<file path="src/rtl/a0_trace_fifo.sv">
// a0 change tracer: records each new a0 value in a first-word fall-through FIFO drained over valid/ready.
// Optional per-entry cycle timestamps (out_time port) are enabled by defining A0_TRACE_TIMESTAMP_EN.
module a0_trace_fifo #(
   parameter int DATA_WIDTH = 32,
   parameter int DEPTH = 16,
   localparam int PTR_WIDTH = $clog2(DEPTH)
) (
   input  logic                  clk,
   input  logic                  rst,
   input  logic [DATA_WIDTH-1:0] a0_in,
   input  logic                  capture_en,
   input  logic                  out_ready,
   output logic                  out_valid,
   output logic [DATA_WIDTH-1:0] out_data,
   output logic [PTR_WIDTH:0]    count,
   output logic                  full,
   output logic                  overflow
`ifdef A0_TRACE_TIMESTAMP_EN
   ,
   output logic [31:0]           out_time
`endif
);

   localparam logic [PTR_WIDTH:0] DEPTH_CNT = (PTR_WIDTH + 1)'(DEPTH);

   logic [DATA_WIDTH-1:0] mem [DEPTH];
   logic [DATA_WIDTH-1:0] last_q;
   logic [PTR_WIDTH-1:0]  wr_ptr;
   logic [PTR_WIDTH-1:0]  rd_ptr;
   logic [PTR_WIDTH:0]    count_q;
   logic                  overflow_q;

   logic change;
   logic pop;
   logic push;
   logic drop;

   // A change that finds the FIFO full is only rescued by a simultaneous pop.
   always_comb begin
      change = capture_en && (a0_in != last_q);
      pop    = out_valid && out_ready;
      push   = change && (!full || pop);
      drop   = change && full && !pop;
   end

   always_ff @(posedge clk) begin
      if (rst) begin
         last_q     <= '0;
         wr_ptr     <= '0;
         rd_ptr     <= '0;
         count_q    <= '0;
         overflow_q <= 1'b0;
      end else begin
         if (change)
            last_q <= a0_in;
         if (push)
            wr_ptr <= wr_ptr + PTR_WIDTH'(1);
         if (pop)
            rd_ptr <= rd_ptr + PTR_WIDTH'(1);
         if (push && !pop)
            count_q <= count_q + (PTR_WIDTH + 1)'(1);
         else if (pop && !push)
            count_q <= count_q - (PTR_WIDTH + 1)'(1);
         if (drop)
            overflow_q <= 1'b1;
      end
   end

   // Storage is cleared on reset so the head reads zero rather than stale data.
   always_ff @(posedge clk) begin
      if (rst) begin
         for (int i = 0; i < DEPTH; i++)
            mem[i] <= '0;
      end else if (push) begin
         mem[wr_ptr] <= a0_in;
      end
   end

`ifdef A0_TRACE_TIMESTAMP_EN
   logic [31:0] cycle_cnt;
   logic [31:0] time_mem [DEPTH];

   always_ff @(posedge clk) begin
      if (rst)
         cycle_cnt <= '0;
      else
         cycle_cnt <= cycle_cnt + 32'd1;
   end

   // Each entry keeps the counter value seen at its own push edge.
   always_ff @(posedge clk) begin
      if (rst) begin
         for (int i = 0; i < DEPTH; i++)
            time_mem[i] <= '0;
      end else if (push) begin
         time_mem[wr_ptr] <= cycle_cnt;
      end
   end

   assign out_time = time_mem[rd_ptr];
`endif

   assign out_valid = (count_q != '0);
   assign full      = (count_q == DEPTH_CNT);
   assign count     = count_q;
   assign overflow  = overflow_q;
   assign out_data  = mem[rd_ptr];

endmodule

</file>
<file path="config.mk">
export PLATFORM = sky130hd
export DESIGN_NAME = a0_trace_fifo
export DESIGN_NICKNAME = d
export VERILOG_FILES = /design/src/rtl/a0_trace_fifo.sv
export SDC_FILE = /design/constraint.sdc
export NUM_CORES = 1
export LEC_CHECK = 0
export CORE_MARGIN = 2
export CORE_UTILIZATION = 30
export CTS_CLUSTER_SIZE = 14
export DETAILED_ROUTE_END_ITERATION = 10
export DONT_BUFFER_PORTS = 1
export HOLD_SLACK_MARGIN = 0.15
export MAX_ROUTING_LAYER = met4
export PLACE_DENSITY = 0.53
export SLEW_MARGIN = 20
export SYNTH_ARGS = -nofsm -noshare
export SYNTH_HDL_FRONTEND = slang
export SYNTH_SLANG_ARGS = --single-unit
export TNS_END_PERCENT = 100
</file>
<file path="constraint.sdc">
create_clock -name clk -period 8.5 [get_ports clk]
set_input_delay 0.85 -clock clk [delete_from_list [all_inputs] [get_ports clk]]
set_output_delay 0.85 -clock clk [all_outputs]
set_load 0.03 [all_outputs]
</file>
# After elaboration in Yosys (flattened, before gate mapping)
# Memories as Yosys holds them, arrays and structs flattened. A register that Yosys moved wholly into a read port is not among the register bits.
# Index checks and enable logic that the tools add are counted.
# word_totals
register_bits,46
mem_bits_rw,512
in_bits,36
output_inout_bits,40
wordCells,38
n_memories,1
# op_classes
addsub,4
eq_ne,2
mux,12
n_reduce_logical,14
# mem_list
memory,depth,word_bits,read_ports,rd_ports_with_merged_regs,write_ports,line,text
mem,16,32,1,1,16,26,logic [DATA_WIDTH-1:0] mem [DEPTH];
# op_table
operator,count
$mux W32,1
$ne A32 B32 Y1,1
$reduce_or A32 Y1,1
$mux W4,3
$mux W5,2
$add A4 B1 Y4 const B,2
$logic_and A1 B1 Y1,7
$mux W1,6
$add A5 B1 Y5 const B,1
$eq A5 B5 Y1 const B,1
$reduce_bool A5 Y1,1
$sub A5 B1 Y5 const B,1
$logic_not A1 Y1,3
$reduce_bool A2 Y1,1
$logic_or A1 B1 Y1,1

# Longest topological paths before layout
# logic_depth
depth_word,9
mapped_depth,15
mapped_depth_nobuf,13

# Worst setup path after synthesis
# OpenSTA, ideal clock, no wires.
# synth_path
path_kind,input-to-reg
start,input a0_in[21]
end,"memory mem[10][0], enable pin"
setup_ns,0.428
arrival_time_ns,3.541
required_ns,8.072
setup_slack_ns,4.531
stages,9
path_buffers,3
path_cell_list,buf_2 xnor2_2 nand4_1 nor4_2 a21oi_2 buf_6 nand3b_4 buf_2 o21bai_1
# synth_lines
item,line,text
from (decl),10,"input logic [DATA_WIDTH-1:0] a0_in,"
to (decl),26,

==> impl_metrics.tcl <==
set metrics [dict create \
    outcome "completed" \
    peakVddDrop_v 0.000168 \
    rsz0062_at_grt "no" \
    critical_path.top_delay_family "multiplexers" \
    p_leak_nw 9.13 \
    final_max_slew_viol_count 0 \
    crit_buf_inv 1 \
    tns_ns 0 \
    cts_tree "done" \
    crit_path_cell_trace "buf_4 -> mux4_2 -> mux4_2" \
    cts_hold_buf 0 \
    layout-drive-gt1-share_pct 18.6 \
    syn_nets 1736 \
    start_kind "flip-flop" \
    globalplace.congestion 0.770 \
    portBuffers 0 \
    ys_warn_count 0 \
    avgSynthCellArea_um2 14.8 \
    routed_wirelength_um 71500 \
    n_antenna_cell 0 \
    multi_input_area_mm2 0.00780 \
    grt_usage_pct 17.4 \
    clock-sinks 562 \
    slowest_stage "buf_4" \
    num_rows 106 \
    ys_ff_latch 562 \
    h-tree-depth 2 \
    min_period_over_period_pct 50.5 \
    power_density_mw_per_mm2 265 \
    crit_top_cell "mux4_2" \
    dr.first_iter.drc_count 1323 \
    grt_pass1_wl_um 105000 \
    worst_ep_required_time_ns 7.65 \
    dp_hpwl_um 41700 \
    fin_crit_ns 4.29 \
    finClkSkew_ns 0.0246 \
    hold_path.class "input pin to flip-flop" \
    p_total_w 0.00734 \
    fp.dieW_um 293 \
    synth_seq_area_share_pct 65.3 \
    grt_pass1_vias 14666 \
    maxCapViolations 0 \
    post_cts_buffers 0 \
    ctsLongestPathBuffers 3 \
    initial_core_util_pct 30.1 \
    hold_viol 0 \
    worst_slew_pin_slew_ns 1.02 \
    r2r_slack_ns 4.27 \
    vias 13999 \
    die-area_mm2 0.0859 \
    netlist_area_mm2 0.0251 \
    arrival_ns 3.44 \
    crit_fanout 46 \
    worst_skew_pair.late_latency_ns 0.63 \
    core_mm2 0.0832 \
    fp.dieH_um 293 \
    path_clk_slew_ns 0.06 \
    ant_nets 0 \
    ff_latch_area_mm2 0.0164 \
    antenna_found_initial 2 \
    max-slew-margin-rel_pct 32.1 \
    nets 1692 \
    grt_overflow 0 \
    vias_per_cell 5.04 \
    grt_max_degree 84 \
    clockRootBuffer "clkbuf_16" \
    fillCellCount 7938 \
    drc 0 \
    end_kind "primary output" \
    area_growth_pct 10.5 \
    cts_resized 0 \
    path_class "flip-flop to primary output" \
    drt_pass1_iterations 8 \
    fmax_ghz 0.233 \
    critical_path.max_stage_delay_ns 0.83 \
    finalSetupViolations 0 \
    synth_cells 1690 \
    wl_per_cell_um 25.7 \
    cts_made_buffers 60 \
    synth_cell_type_count 44 \
    num_io_pins 76 \
]
-- worst register-to-register path: stages, from the launching register on --
cell and delay [ns]:
dfxtp_1 0.59, nor4_1 0.16, nand2_1 0.20, o21ai_0 0.16
a21oi_2 0.13, buf_4 0.26, nand3b_4 0.65, buf_4 0.63
o21bai_4 0.67, buf_4 0.45
-- path summary, 6_finish.rpt --
path,from,to,depth (start not counted)
max,flip-flop,out_data[17],3
min,rst,flip-flop,1
max reg2reg,count[0],mem[7][9],9
min reg2reg,rd_ptr[1],flip-flop,2
-- layer usage --
layer	track usage [%]	up-vias	part of all wire, %
li1	-	6055	-
met1	22.3	7364	42
met2	28.5	483	49
met3	3.84	97	7.5
met4	3.41	0	1.7
met5	-	-	0
-- through the flow --
stage | hold WS, ns | std cells | instance area, um2 | utilization [%] | setup WS, ns
after floorplan | 0.468 | 1690 | 25100 | - | 4.53
after global placement | 0.473 | 2663 | 25800 | 31.0 | 4.00
after detailed placement | 0.491 | 2663 | 25800 | 31.0 | 3.91
after CTS | 0.284 | 2775 | 27700 | 33.3 | 3.57
after global routing | 0.299 | 2776 | 27700 | 33.3 | 3.99
final | 0.332 | 2776 | 27700 | 33.3 | 4.21
-- synthesized netlist by cell type --
| master | count | area, um2 |
|---|---|---|
| and3_1 | 1 | 6.26 |
| mux4_2 | 160 | 3600 |
| a21oi_1 | 7 | 35.0 |
| buf_2 | 55 | 275 |
| and4b_1 | 2 | 20.0 |
| nand3b_4 | 2 | 40.0 |
| buf_4 | 6 | 45.0 |
| edfxtp_1 | 512 | 15400 |
| nor2_1 | 476 | 1790 |
| nand2b_1 | 3 | 18.8 |
| or3_1 | 1 | 6.26 |
| o21bai_1 | 8 | 60.1 |
| a31o_2 | 1 | 8.76 |
| mux2i_1 | 33 | 330 |
| o21ai_0 | 2 | 10.0 |
| nor4_2 | 2 | 25.0 |
| xnor2_2 | 1 | 16.3 |
| clkbuf_1 | 47 | 176 |
| nand3_2 | 1 | 10.0 |
| and4bb_2 | 1 | 12.5 |
| clkbuf_2 | 2 | 10.0 |
| inv_1 | 11 | 41.3 |
| a21oi_2 | 1 | 8.76 |
| nand2_2 | 1 | 6.26 |
| ha_1 | 9 | 113 |
| dfxtp_1 | 50 | 1000 |
| and2_1 | 90 | 563 |
| buf_6 | 4 | 45.0 |
| xnor2_1 | 34 | 298 |
| a21bo_2 | 1 | 10.0 |
| nand4_1 | 10 | 62.6 |
| fa_1 | 1 | 20.0 |
| o21a_1 | 1 | 7.51 |
| a21o_1 | 9 | 67.6 |
| nor2b_1 | 3 | 18.8 |
| buf_12 | 22 | 440 |
| buf_1 | 1 | 3.75 |
| and4_1 | 1 | 8.76 |
| nor3_1 | 1 | 5.00 |
| nand2_1 | 110 | 413 |
| nor4_1 | 1 | 6.26 |
| xor2_1 | 4 | 35.0 |
| o41ai_1 | 1 | 8.76 |
| mux2_2 | 1 | 11.3 |
-- registers in the layout, indices dropped and copies added, names as in the netlist, named ones only --
register	count
count	5
overflow	1
last_q	32
mem	512
wr_ptr	4
rd_ptr	4
-- area by class of cell --
cell class	count	share of cell area [%]
clock buffer	83	5.96
clock inverter	29	0.750
inverter	11	0.149
multi-input combinational	980	28.2
sequential	562	59.2
tap	1080	4.88
timing repair buffer	31	0.913
-- kinds of logic (layout without fill, tap and decap cells) --
logic type	Yosys count	count (layout)	share of synthesized area, %
AO/OA/AOI/OAI	31	31	0.864
AND/OR/NAND/NOR	706	706	12.0
buffers and inverters	148	154	4.14
multiplexers	194	194	15.7
XOR/XNOR	39	39	1.39
adder cells (fa/ha/maj)	10	10	0.529
flip-flops	562	562	65.3
-- power breakdown --
part	total (W)	switching, W	internal [W]
Clock	0.00251	0.00110	0.00141
Combinational	0.00153	0.000872	0.000658
Sequential	0.00330	0.000127	0.00317
-- layout by cell type (no fill, tap or decap), types with 8 or more instances in the layout --
master and count:
o21bai_4 8, edfxtp_1 512, and2_1 90, mux4_2 160, ha_1 9, clkinv_2 14
nand2_1 110, clkbuf_16 61, xnor2_1 34, clkbuf_1 18, inv_1 11, buf_4 30
dfxtp_1 46, mux2i_1 33, nand4_1 10, nor2_1 472
No activity file was read; power rests on OpenSTA's default activity.
